**config.mk**
```make
export PLATFORM = sky130hd
export DESIGN_NAME = icache_ctrl
export DESIGN_NICKNAME = d
export VERILOG_FILES = /design/src/rtl/icache_ctrl.sv
export SDC_FILE = /design/constraint.sdc
export NUM_CORES = 1
export LEC_CHECK = 0
export CORE_AREA = 2 2 250 252
export CTS_BUF_LIST = sky130_fd_sc_hd__clkbuf_4
export CTS_CLUSTER_SIZE = 40
export DETAILED_ROUTE_END_ITERATION = 16
export DIE_AREA = 0 0 252 254
export PLACE_DENSITY = 0.42
export SYNTH_ARGS = -nofsm -noshare
export SYNTH_HDL_FRONTEND = slang
export SYNTH_SLANG_ARGS = --single-unit
export TNS_END_PERCENT = 20
```
**constraint.sdc**
```tcl
create_clock -name clock -period 5.1 [get_ports clock]
set_clock_uncertainty 0.05 [all_clocks]
set_input_delay 1.02 -clock clock [delete_from_list [all_inputs] [get_ports clock]]
set_output_delay 1.02 -clock clock [all_outputs]
set_load 0.01 [all_outputs]
```
**src/rtl/icache_ctrl.sv**
```systemverilog
// icache_ctrl: instruction-cache miss controller; hits pass through combinationally, one outstanding load, rejected loads retried each cycle.
// Fill is written the cycle the matching memory tag returns; ICACHE_FILL_BYPASS_EN also forwards that data to matching ports.
module icache_ctrl (
  input  logic             clock,
  input  logic             reset,
  input  logic [2:0][31:0] proc2Icache_addr,
  output logic [2:0][63:0] Icache2proc_data,
  output logic [2:0]       Icache2proc_valid,
  output logic [2:0][4:0]  current_index,
  output logic [2:0][7:0]  current_tag,
  input  logic [2:0][63:0] cachemem_data,
  input  logic [2:0]       cachemem_valid,
  output logic             data_write_enable,
  output logic [4:0]       wr_index,
  output logic [7:0]       wr_tag,
  output logic [1:0]       proc2Imem_command,
  output logic [31:0]      proc2Imem_addr,
  input  logic [3:0]       Imem2proc_response,
  input  logic [63:0]      Imem2proc_data,
  input  logic [3:0]       Imem2proc_tag
);

  localparam logic [1:0] CMD_NONE = 2'd0;
  localparam logic [1:0] CMD_LOAD = 2'd1;

  typedef enum logic [1:0] {IDLE, REQ, WAIT} state_t;

  state_t      state, state_nxt;
  logic [28:0] blk_addr, blk_addr_nxt;
  logic [3:0]  mem_tag, mem_tag_nxt;
  logic        miss_vld;
  logic [28:0] miss_blk;
  logic        unused_bits;

  assign unused_bits = ^{proc2Icache_addr[0][2:0], proc2Icache_addr[1][2:0],
                         proc2Icache_addr[2][2:0], Imem2proc_data};

  always_comb begin
    for (int i = 0; i < 3; i++) begin
      current_index[i] = proc2Icache_addr[i][7:3];
      current_tag[i]   = proc2Icache_addr[i][15:8];
    end
  end

  // Scan downwards so the oldest (lowest-numbered) missing port wins.
  always_comb begin
    miss_vld = 1'b0;
    miss_blk = '0;
    for (int i = 2; i >= 0; i--) begin
      if (!cachemem_valid[i]) begin
        miss_vld = 1'b1;
        miss_blk = proc2Icache_addr[i][31:3];
      end
    end
  end

  assign proc2Imem_addr = {blk_addr, 3'b000};
  assign wr_index       = blk_addr[4:0];
  assign wr_tag         = blk_addr[12:5];

  always_ff @(posedge clock or posedge reset) begin
    if (reset) begin
      state    <= IDLE;
      blk_addr <= '0;
      mem_tag  <= '0;
    end else begin
      state    <= state_nxt;
      blk_addr <= blk_addr_nxt;
      mem_tag  <= mem_tag_nxt;
    end
  end

  always_comb begin
    state_nxt         = state;
    blk_addr_nxt      = blk_addr;
    mem_tag_nxt       = mem_tag;
    proc2Imem_command = CMD_NONE;
    data_write_enable = 1'b0;
    case (state)
      // Fills only complete in WAIT, so an IDLE miss never aliases a block being written.
      IDLE: begin
        if (miss_vld) begin
          blk_addr_nxt = miss_blk;
          state_nxt    = REQ;
        end
      end
      REQ: begin
        if (!miss_vld || (miss_blk != blk_addr)) begin
          state_nxt = IDLE;
        end else begin
          proc2Imem_command = CMD_LOAD;
          if (Imem2proc_response != 4'd0) begin
            mem_tag_nxt = Imem2proc_response;
            state_nxt   = WAIT;
          end
        end
      end
      WAIT: begin
        if ((mem_tag != 4'd0) && (Imem2proc_tag == mem_tag)) begin
          data_write_enable = 1'b1;
          state_nxt         = IDLE;
        end
      end
      default: state_nxt = IDLE;
    endcase
  end

  always_comb begin
    Icache2proc_data  = cachemem_data;
    Icache2proc_valid = cachemem_valid;
`ifdef ICACHE_FILL_BYPASS_EN
    for (int i = 0; i < 3; i++) begin
      if (data_write_enable && (current_index[i] == wr_index) && (current_tag[i] == wr_tag)) begin
        Icache2proc_data[i]  = Imem2proc_data;
        Icache2proc_valid[i] = 1'b1;
      end
    end
`endif
  end

endmodule
```
# == Word-level counts from Yosys, hierarchy flattened ==
# Index checks and enable logic that the tools add are counted.
# Widths: inputs -> output; s select.
# classes
n_mux,15
eq_ne,7
n_bitwise,1
n_reduce_logical,9
# ops
cell,count
$mux 29,3
$ne 29x29->1,1
$mux 2,4
$reduce_bool 4->1,2
$mux 1,7
$pmux 2 s3,1
$reduce_and 3->1,2
$eq 4x4->1,1
$ne 2x2->1 const B,2
$ne 3x3->1 const B,1
$eq 2x1->1 const B,1
$eq 2x2->1 const B,1
$logic_not 2->1,1
$reduce_and 2->1,1
$logic_and 1x1->1,1
$logic_not 1->1,1
$logic_or 1x1->1,1
$not 1->1,1
# totals
out_inout_bits,282
elab_cells,35
register_bits,35
in_bits,365

# == Depth between registers and ports, before layout ==
# logic_depth
ltp_word,7
ltp_mapped,11
depth_no_buf,7

# == Least setup slack after synthesis ==
# Ideal clock, no wire load.
# synth_timing
path_type,input -> output
startpoint,in cachemem_valid[2]
endpoint,out proc2Imem_command[0]
arrival_time_ps,2981
slack_ps,1049
n_path_buf,3
cell_stages,9
t_required_ps,4030
cell_sequence,buf_6 nand3b_4 and3_1 a2111o_1 or4_4 a2111oi_4 and3_1 buf_4 buf_4
# synth_between
elab_chain_len,7
word_cells_on_any_way,11
cone_classes,eq/ne (1); mux (8); reduce/logical (2)
# synth_rtl
item,line,rtl
from (decl),12,"input logic [2:0] cachemem_valid,"
$mux 29 / $mux 1 (equally long branches) (3 in series),50,if (!cachemem_valid[i]) begin
$ne 29x29->1 / $logic_not 1->1 (equally long branches),88,if (!miss_vld || (miss_blk != blk_addr)) begin
$logic_or 1x1->1 *,88,
$mux 1 *,88,
$mux 1 *,79,case (state)
to (decl),16,"output logic [1:0] proc2Imem_command,"
# Every way passes the cells marked *; elsewhere a longest branch is shown, timed or not.

# == Final worst setup path ==
# Ends and elaborated chain as after synthesis.

==> metrics.md <==
| Metric | Value |
|---|---|
| Chip Height | `254 um` |
| Fin crit share | `roughly 100%` |
| Initial Util | `8.29%` |
| Hold Path Class | `reg2reg` |
| Crit path DAT | `3.93 ns` |
| Count of cell types in the netlist | `between 60 and 70` |
| Critical path launch point type | `input port` |
| Status | `finished, final reports clean` |
| Largest net degree at the start of global routing | `34` |
| Min Tclk post-route | `5.00 ns` |
| Maxcap violations | `0` |
| Die width | `approximately 250 um` |
| TNS Setup | `0 ns` |
| Final number of setup-violating endpoints | `0` |
| Layout cell share with drive strength beyond 1 | `15.1%` |
| Final non-filler cell total | `1415` |
| Register area share after synthesis | `17.2%` |
| Slew margin rel. | `32.4%` |
| VDD IR max | `0.0932 mV` |
| Hpwl dp | `about 23 mm` |
| Net Sw Frac | `43.7%` |
| FILL cells | `between 7000 and 8000` |
| Post-synth top cells | `buf_4, dfrtp_1, nand2_1, nor2_1, inv_1` |
| DR vias | `around 4400` |
| First-pass GRT wire length | `between 30 and 40 mm` |
| Clock sink count | `35` |
| Mean Syn Cell Area | `7.85 um2` |
| H-tree depth | `2` |
| Dominant cells by area after synthesis | `buf_4, dfrtp_1, nand2b_1, nor2b_1, nand2_1` |
| Routed WL | `27.3 mm` |
| P_sw | `about 0.00066 W` |
| Hold_ws | `0.508 ns` |
| PortBufs | `185` |
| Sequential power share | `29.6%` |
| Data required time of the critical path | `4.03 ns` |
| Synth top area share | `37.7%` |
| Fin area | `6520 um2` |
| Clock Path Buffers | `2` |
| WL/cell | `around 19 um` |
| Max Slew Vio Count | `0` |
| Int Pwr | `approximately 0.00086 W` |
| Cell count after synthesis | `around 650` |
| Dpl cells | `1403` |
| Post-synthesis register bit count | `35` |
| CP most frequent cell | `buf_4` |
| Most common cell in the synthesized netlist | `buf_4` |
| Largest area contributor in the netlist | `buf_4` |
| Setup CP Type | `in2out` |
| FFs w/ async S/R, synth | `between 90% and 100%` |
| R2R setup slack | `1.82 ns` |
| Post-synth EDFFs | `0` |
| Number of global-route vias before repair | `between 4000 and 5000` |
| Slew @ Worst Pin | `1.01 ns` |
| Final Hold Fails | `0` |
| Initial antenna violation count | `5` |
| Post-synth top flop | `dfrtp_1` |
| F_max | `200 MHz` |
| Vias per std cell | `3.10` |
| Slowest library cell on the worst path | `or4_4` |
| Core Area | `61300 um2` |
| Critical Path Sink Type | `output port` |
| Top delay family on crit path | `buffers and inverters` |
| Yosys warning total | `0` |
| Hold_buf cts | `0` |
| CTS tree | `yes` |
| Clock Latency Late Sink | `0.43 ns` |
| Comb power frac | `between 50% and 60%` |
| Die area | `64000 um2` |
| Total track usage | `8.18%` |
| Inserted Clock Buffers | `5` |
| Final Wtd Congestion | `approximately 0.69` |
| Cell Area, Synth | `about 5000 um2` |
| CP max FO | `14` |
| Area Overhead vs Synth | `28.3%` |
| Total Power | `0.00152 W` |
| Clock Tree Root | `clkbuf_4` |
| Worst-path clk slew | `0.14 ns` |
| Row count | `91` |
| Crit-path cells | `clkdlybuf4s50_1, buf_4, buf_8, o21ba_2, o31ai_2, o32ai_2, or4_4, a2111oi_4, buf_4, and3_2, clkdlybuf4s15_1` |
| Post-route DRC violation count | `0` |
| Clock power frac | `16.4%` |
| Antenna violation net count after detailed routing | `0` |
| Placement-stage cell area | `6370 um2` |
| Leakage power figure | `2.31 nW` |
| Initial DRT Pass Iterations | `4` |
| Pwr Density | `233 nW/um2` |
| Top-Level Pins | `around 650` |
| Max incr delay on CP | `0.56 ns` |
| Sum of buffers and inverters on the critical path | `5` |
| Total grt overflow | `0` |
| Fin nets | `987` |
| DRT iter0 DRCs | `290` |
## per-layer routing
metal	vias to the layer above	global-route usage [%]	routed length, um
met2	292	13.1	12400
li1	1955	-	-
met3	96	2.17	2360
met5	-	0	0
met1	2041	10.3	11500
met4	0	3.57	1050
## path summary, 6_finish.rpt
check | from | endpoint | cells after the start
hold / removal | mem_tag[3]$_DFFE_PP0P_ | mem_tag[3]$_DFFE_PP0P_ | 1
setup / recovery | cachemem_valid[2] | proc2Imem_command[0] | 11
hold reg to reg | mem_tag[3]$_DFFE_PP0P_ | mem_tag[3]$_DFFE_PP0P_ | 1
setup reg to reg | blk_addr[15]$_DFFE_PP0P_ | mem_tag[2]$_DFFE_PP0P_ | 9
min in group asynchronous | reset | mem_tag[1]$_DFFE_PP0P_ | 2
max in group asynchronous | reset | blk_addr[2]$_DFFE_PP0P_ | 3
## flip-flops by register name, indices dropped and copies added (netlist names)
name and cells:
blk_addr 29, mem_tag 4, state 2
## power groups by stage
stage          clock [W]  sequential, W  combinational [W]
2_1_floorplan          0       0.000437           0.000507
3_3_place_gp           0       0.000454           0.000830
3_5_place_dp           0       0.000457           0.000827
4_1_cts         0.000271       0.000453           0.000839
5_1_grt         0.000277       0.000466           0.000891
6_report        0.000250       0.000449           0.000821
## layout make-up
class	count	area [um2]	area share, %
inverter	27	101	1.55
multi-input combinational	308	2130	32.7
timing repair buffer	245	2340	35.9
clock inverter	3	43.8	0.672
sequential	35	876	13.4
tap	790	988	15.2
antenna	2	5.00	0.0768
clock buffer	5	37.5	0.576
## cell usage in the layout (no fill, tap or decap), drive strengths merged, types with 8 or more instances in the layout
cell	count
clkdlybuf4s50	182
buf	62
dfrtp	35
nand2	29
nor2	28
inv	26
nand2b	22
nor2b	21
o21ai	15
a21oi	14
nand3b	12
a211oi	11
o31ai	11
a21o	10
a311oi	10
nor3	9
xnor2	8
a221oi	8
## through the flow
step	setup slack [ns]	utilization [%]
4_1_cts	0.0317	10.6
6_report	0.0986	10.6
2_1_floorplan	1.05	-
3_5_place_dp	-0.449	10.4
5_1_grt	-0.00675	10.6
3_3_place_gp	-0.423	10.4
## cell families after synthesis
group,count (synthesis),synth area share (%)
flip-flops,35,17.2
buffers and inverters,307,42.0
multiplexers,4,0.887
XOR/XNOR,14,2.41
AO/OA/AOI/OAI,141,21.2
AND/OR/NAND/NOR,145,16.1
other,1,0.0738
## what timing repair did
item	CTS	global route
resized for setup	9	5
pin swaps	1	1
buffers inserted	1	1
setup endpoints to repair	1	1
Power figures use the tool's default switching activity.
==> patch 1, RTL diff (same flow settings) <==
Build with the macro `ICACHE_FILL_BYPASS_EN` defined.
--- a/src/rtl/icache_ctrl.sv
+++ b/src/rtl/icache_ctrl.sv
@@ -1,4 +1,6 @@
 // icache_ctrl: instruction-cache miss controller; hits pass through combinationally, one outstanding load, rejected loads retried each cycle.
 // Fill is written the cycle the matching memory tag returns; ICACHE_FILL_BYPASS_EN also forwards that data to matching ports.
+`define ICACHE_FILL_BYPASS_EN
+
 module icache_ctrl (
   input  logic             clock,
Check against the original RTL: not equivalent (Yosys sat finds a counterexample within 4 cycles, from zero or initial values and one cycle with reset high).
==> patch 1 against the unedited design <==
Clock power down 26%. Count of clock-buffer cells in the layout increased by 1. Cell area increased by 110%. Sequential cell count stayed put. Synthesized area increased by 17%. Sequential share of layout area fell by 6.9 points. Hold slack got worse by 14 ps. Routed wire length increased by 83%. Setup slack better by 51 ps. Cell count grew 46%. Utilization rose by 11 points. Via count rose by 83%. Register-to-register slack better by 510 ps. Power increased by 35%. Critical endpoint is now Icache2proc_data[131]. Largest power group unchanged.
==> patch 1: results (changes against the unedited design) <==
Status:
- The run finished with clean final reports.

Global route:
- The first-pass GRT wire length is 65700 um (+84%).
- The via count of the first global-routing pass is 8399 (+92%).
- The global-route usage over all layers is 14.5% (+6.3 points).
- The number of antenna violations at the first check in global routing came to 19 (+14).
- The maximum number of pins on one net before global-route repair is 61 (+79%).

Clock tree:
- The largest buffer count on any clock path is 2 (unchanged).
- The clock transition at the register clock pins on the worst setup and hold paths after CTS is 120 ps (-20 ps).
- The later-pin clock latency in the skew report came to 400 ps (-30 ps).
- The TritonCTS buffer count is 5 (unchanged).
- The cell chosen for the clock root is sky130_fd_sc_hd__clkbuf_4.

Placed design:
- The port buffer count came to 633 (+240%).
- The cell area after placement is 13300 sq um (+110%).
- The detailed placement HPWL was 43700 um (+89%).
- The post-placement setup slack is -104 ps (+345 ps).
- The weighted congestion reported at the end of routability-driven placement was 0.898 (+30%).

Synthesis:
- The proportion of synthesized flip-flops having asynchronous set or reset came to 100% (unchanged).
- In the post-synthesis netlist, the biggest area contributors are sky130_fd_sc_hd__mux2_2 (38%), sky130_fd_sc_hd__dfrtp_1 (15%), sky130_fd_sc_hd__buf_4 (7.2%).
- The most used flip-flop cell after synthesis is sky130_fd_sc_hd__dfrtp_1.
- By count the netlist is led by sky130_fd_sc_hd__mux2_2 (199), sky130_fd_sc_hd__buf_4 (57), sky130_fd_sc_hd__clkbuf_1 (40), sky130_fd_sc_hd__dfrtp_1 (35), sky130_fd_sc_hd__inv_1 (31).
- The number of warnings issued by yosys is 0 (unchanged).
- The part of the Yosys area used for sequential elements is 14.7% (-2.6 points).
- The distinct cell type count after synthesis is 62 (-1.6%).

Detailed routing:
- The routed length per placed instance was 24.1 um (+25%).
- The initial DRC count came to 451 (+56%).
- The length of the first detailed-routing pass in iterations is 5 (+1).
- The total vias in the final route is 8022 (+83%).

Setup path:
- The arrival time reported for the critical path endpoint is 3880 ps (-50 ps).
- The peak fanout along the critical path is 35 (+21).
- The top cell family by delay on the critical path is buffers and inverters.
- The worst reg-to-reg setup slack is 2330 ps (+510 ps).
- The largest individual stage delay along the critical path comes from the cell sky130_fd_sc_hd__clkdlybuf4s50_1.
- The peak per-stage delay on the critical path came to 660 ps (+100 ps).

Layout:
- The final core utilization is 21.9% (+11 points).
- The share of final-layout standard cells stronger than drive strength 1 is 22.6% (+7.5 points).
- The number of filler cells placed in the layout came to 6726 (-5.5%).
- The largest registers in the layout are blk_addr x29, mem_tag x4, state x2.
- The number of nets in the finished design is 1643 (+66%).

Pwr:
- The static leakage power is 0.00503 uW (+120%).
- The maximum vdd ir drop was 0.0860 mV (-7.7%).

Timing:
- The clock period minus final worst setup slack is 4950 ps (-51.1 ps).
- The transition time of the tightest slew-check pin is 633 ps (-375 ps).

Worst hold path:
- The worst hold path class is reg2reg.
## patch 1: area by class of cell
type	count	share of cell area (%)
multi-input cells	510	33.1
clock buffers	6	0.336
clock inverters	2	0.0934
flip-flops and latches	35	6.54
well taps	790	7.38
inverters	32	0.897
diodes	1	0.0187
repair buffers	694	51.6
## patch 1: report_power, final
part | internal [uW] | switching (uW) | leakage [uW]
Combinational | 801 | 593 | 0.00457
Sequential | 334 | 132 | 0.000432
Clock | 58.5 | 125 | 0.0000317
## patch 1: cells by family (layout without fill, tap and decap cells)
logic type	count (synthesis)	in the layout	synth area share, %
mux	201	201	37.9
flops	35	35	14.7
xor+xnor	38	38	5.58
compound gates	131	131	16.6
buf+inv	136	734	12.4
simple gates	136	136	12.8
other cells	1	5	0.0629
## patch 1: worst paths after layout
kind,start,endpoint,depth (start not counted)
setup reg to reg,blk_addr[3],state[1],8
setup / recovery,proc2Icache_addr[75],Icache2proc_data[131],9
max in group asynchronous,reset,blk_addr[8],3
hold / removal,mem_tag[3],mem_tag[3],1
min in group asynchronous,reset,blk_addr[27],3
hold reg to reg,mem_tag[3],mem_tag[3],1
## patch 1: per-layer routing
metal	global-route usage (%)	wire [um]
met5	0	189
met4	1.94	528
met3	4.00	4030
met2	25.1	24600
met1	18.3	20600
## patch 1: stage by stage
stage / hold slack (ps) / setup TNS [ps] / cells
floorplan: 429 / 0 / 681
global placement: 452 / -83.4 / 2060
detailed placement: 471 / -104 / 2060
CTS: 503 / 0 / 2069
global route: 533 / 0 / 2070
finish: 493 / 0 / 2070
## patch 1: timing repair
item                                   4_1_cts  5_1_grt
pin swaps                                    4        6
gates resized for setup                      6       11
endpoints found under the hold margin        0        0
setup endpoints to repair                    1        1
setup buffers                                1        0
==> patch 2, RTL diff (same flow settings) <==
Without the edit above. Take the reset off `blk_addr` and `mem_tag` and load them in a clocked block of their own.
--- a/src/rtl/icache_ctrl.sv
+++ b/src/rtl/icache_ctrl.sv
@@ -62,11 +62,12 @@
     if (reset) begin
       state    <= IDLE;
-      blk_addr <= '0;
-      mem_tag  <= '0;
     end else begin
       state    <= state_nxt;
-      blk_addr <= blk_addr_nxt;
-      mem_tag  <= mem_tag_nxt;
     end
+  end
+
+  always_ff @(posedge clock) begin
+    blk_addr <= blk_addr_nxt;
+    mem_tag  <= mem_tag_nxt;
   end
 
Formal check against the unedited RTL: not equivalent (a bounded check fails within 4 cycles, from zero or initial values and one cycle with reset high).
==> patch 2 against the unedited design <==
Global-route usage increased by 0.083 points. Setup slack better by 220 ps. Largest power group unchanged. Synthesized cell count down 8.0%. Hold slack gained 70 ps. Cell area shrank 5.3%. Die area unchanged. Via count down 6.9%. Critical path type unchanged. Register-to-register slack better by 390 ps. Utilization is 0.56 points lower. Synthesized area is 5.0% lower. Sequential cell count did not move. Largest cell class unchanged. Power fell by 21%. Routed wire length rose by 0.66%.
==> patch 2: results (changes against the unedited design) <==
Detailed routing:
- The routed metal-1 wire length is 11200 um (-2.5%).
- The routed length on met2 is 11900 um (-4.2%).
- The highest metal layer carrying signal wires in the routed design is met5.
- The length of routed met3 wiring came to 3010 um (+27%).
- The initial DRC count came to 246 (-15%).

Status:
- The run finished with clean final reports.

Layout:
- The count of inverters other than clock inverters in the layout was 25 (-7.4%).
- The filler-free cell count of the finished design is 1354 (-4.3%).
- The share of final-layout standard cells stronger than drive strength 1 is 11.2% (-3.9 points).
- The non-clock buffer area fraction after layout is 35.9% (about the same).
- The total area of sequential cells is 1040 sq um (+19%).

Synthesis:
- In the synthesized netlist, the cells that appear most often are sky130_fd_sc_hd__buf_4 (254), sky130_fd_sc_hd__nor2_1 (50), sky130_fd_sc_hd__edfxtp_1 (33), sky130_fd_sc_hd__nand2b_1 (28), sky130_fd_sc_hd__inv_1 (24).
- Sorting the synthesized cells by area gives the leading types as sky130_fd_sc_hd__buf_4 (40%), sky130_fd_sc_hd__edfxtp_1 (21%), sky130_fd_sc_hd__nor2_1 (3.9%).
- The multiplexer area fraction after synthesis is 0.623% (-0.26 points).
- The fraction of the mapped netlist area in compound gates is 16.9% (-4.3 points).
- The part of the Yosys area used for sequential elements is 21.6% (+4.3 points).
- The synthesized-area fraction occupied by xor and xnor cells was 3.63% (+1.2 points).

Timing:
- The clock period minus final worst setup slack is 4780 ps (-220 ps).

Global route:
- The number of antenna violations at the first check in global routing is 6 (+1).
- The met3 usage in global routing is 3.86% (+1.7 points).
- The met2 capacity usage during global routing is 12.7% (-0.35 points).
- The maximum number of pins on one net before global-route repair was 32 (-5.9%).

Placed design:
- The post-placement setup slack is -205 ps (+245 ps).
- The cell area after placement is 6060 sq um (-4.8%).

Setup path:
- The peak fanout along the critical path is 9 (-5).

Pwr:
- The power per cell area was 195 nW/um^2 (-16%).
==> patch 2: cell types whose count changed after synthesis, moves of 8 or more <==
cell	delta
sky130_fd_sc_hd__a21oi_1	+9
sky130_fd_sc_hd__dfrtp_1	-33
sky130_fd_sc_hd__edfxtp_1	+33
sky130_fd_sc_hd__nor2b_1	-14
sky130_fd_sc_hd__a31oi_1	+9
sky130_fd_sc_hd__nor2_1	+22
sky130_fd_sc_hd__o31ai_1	-11
sky130_fd_sc_hd__a21o_1	-10
sky130_fd_sc_hd__a211oi_1	-8
sky130_fd_sc_hd__nand2_1	-25
sky130_fd_sc_hd__o21ai_0	-8
==> patch 2: worst paths after layout <==
path	start	endpoint	slack [ps]	cells past startpoint
worst max-delay path	cachemem_valid[2]	proc2Imem_command[0]	320	11
worst min-delay path	state[1]	state[1]	580	2
worst max register to register	blk_addr[12]	mem_tag[0]	2210	10
worst min register to register	state[1]	state[1]	580	2
max in group asynchronous	reset	state[1]	4180	2
min in group asynchronous	reset	state[0]	710	2
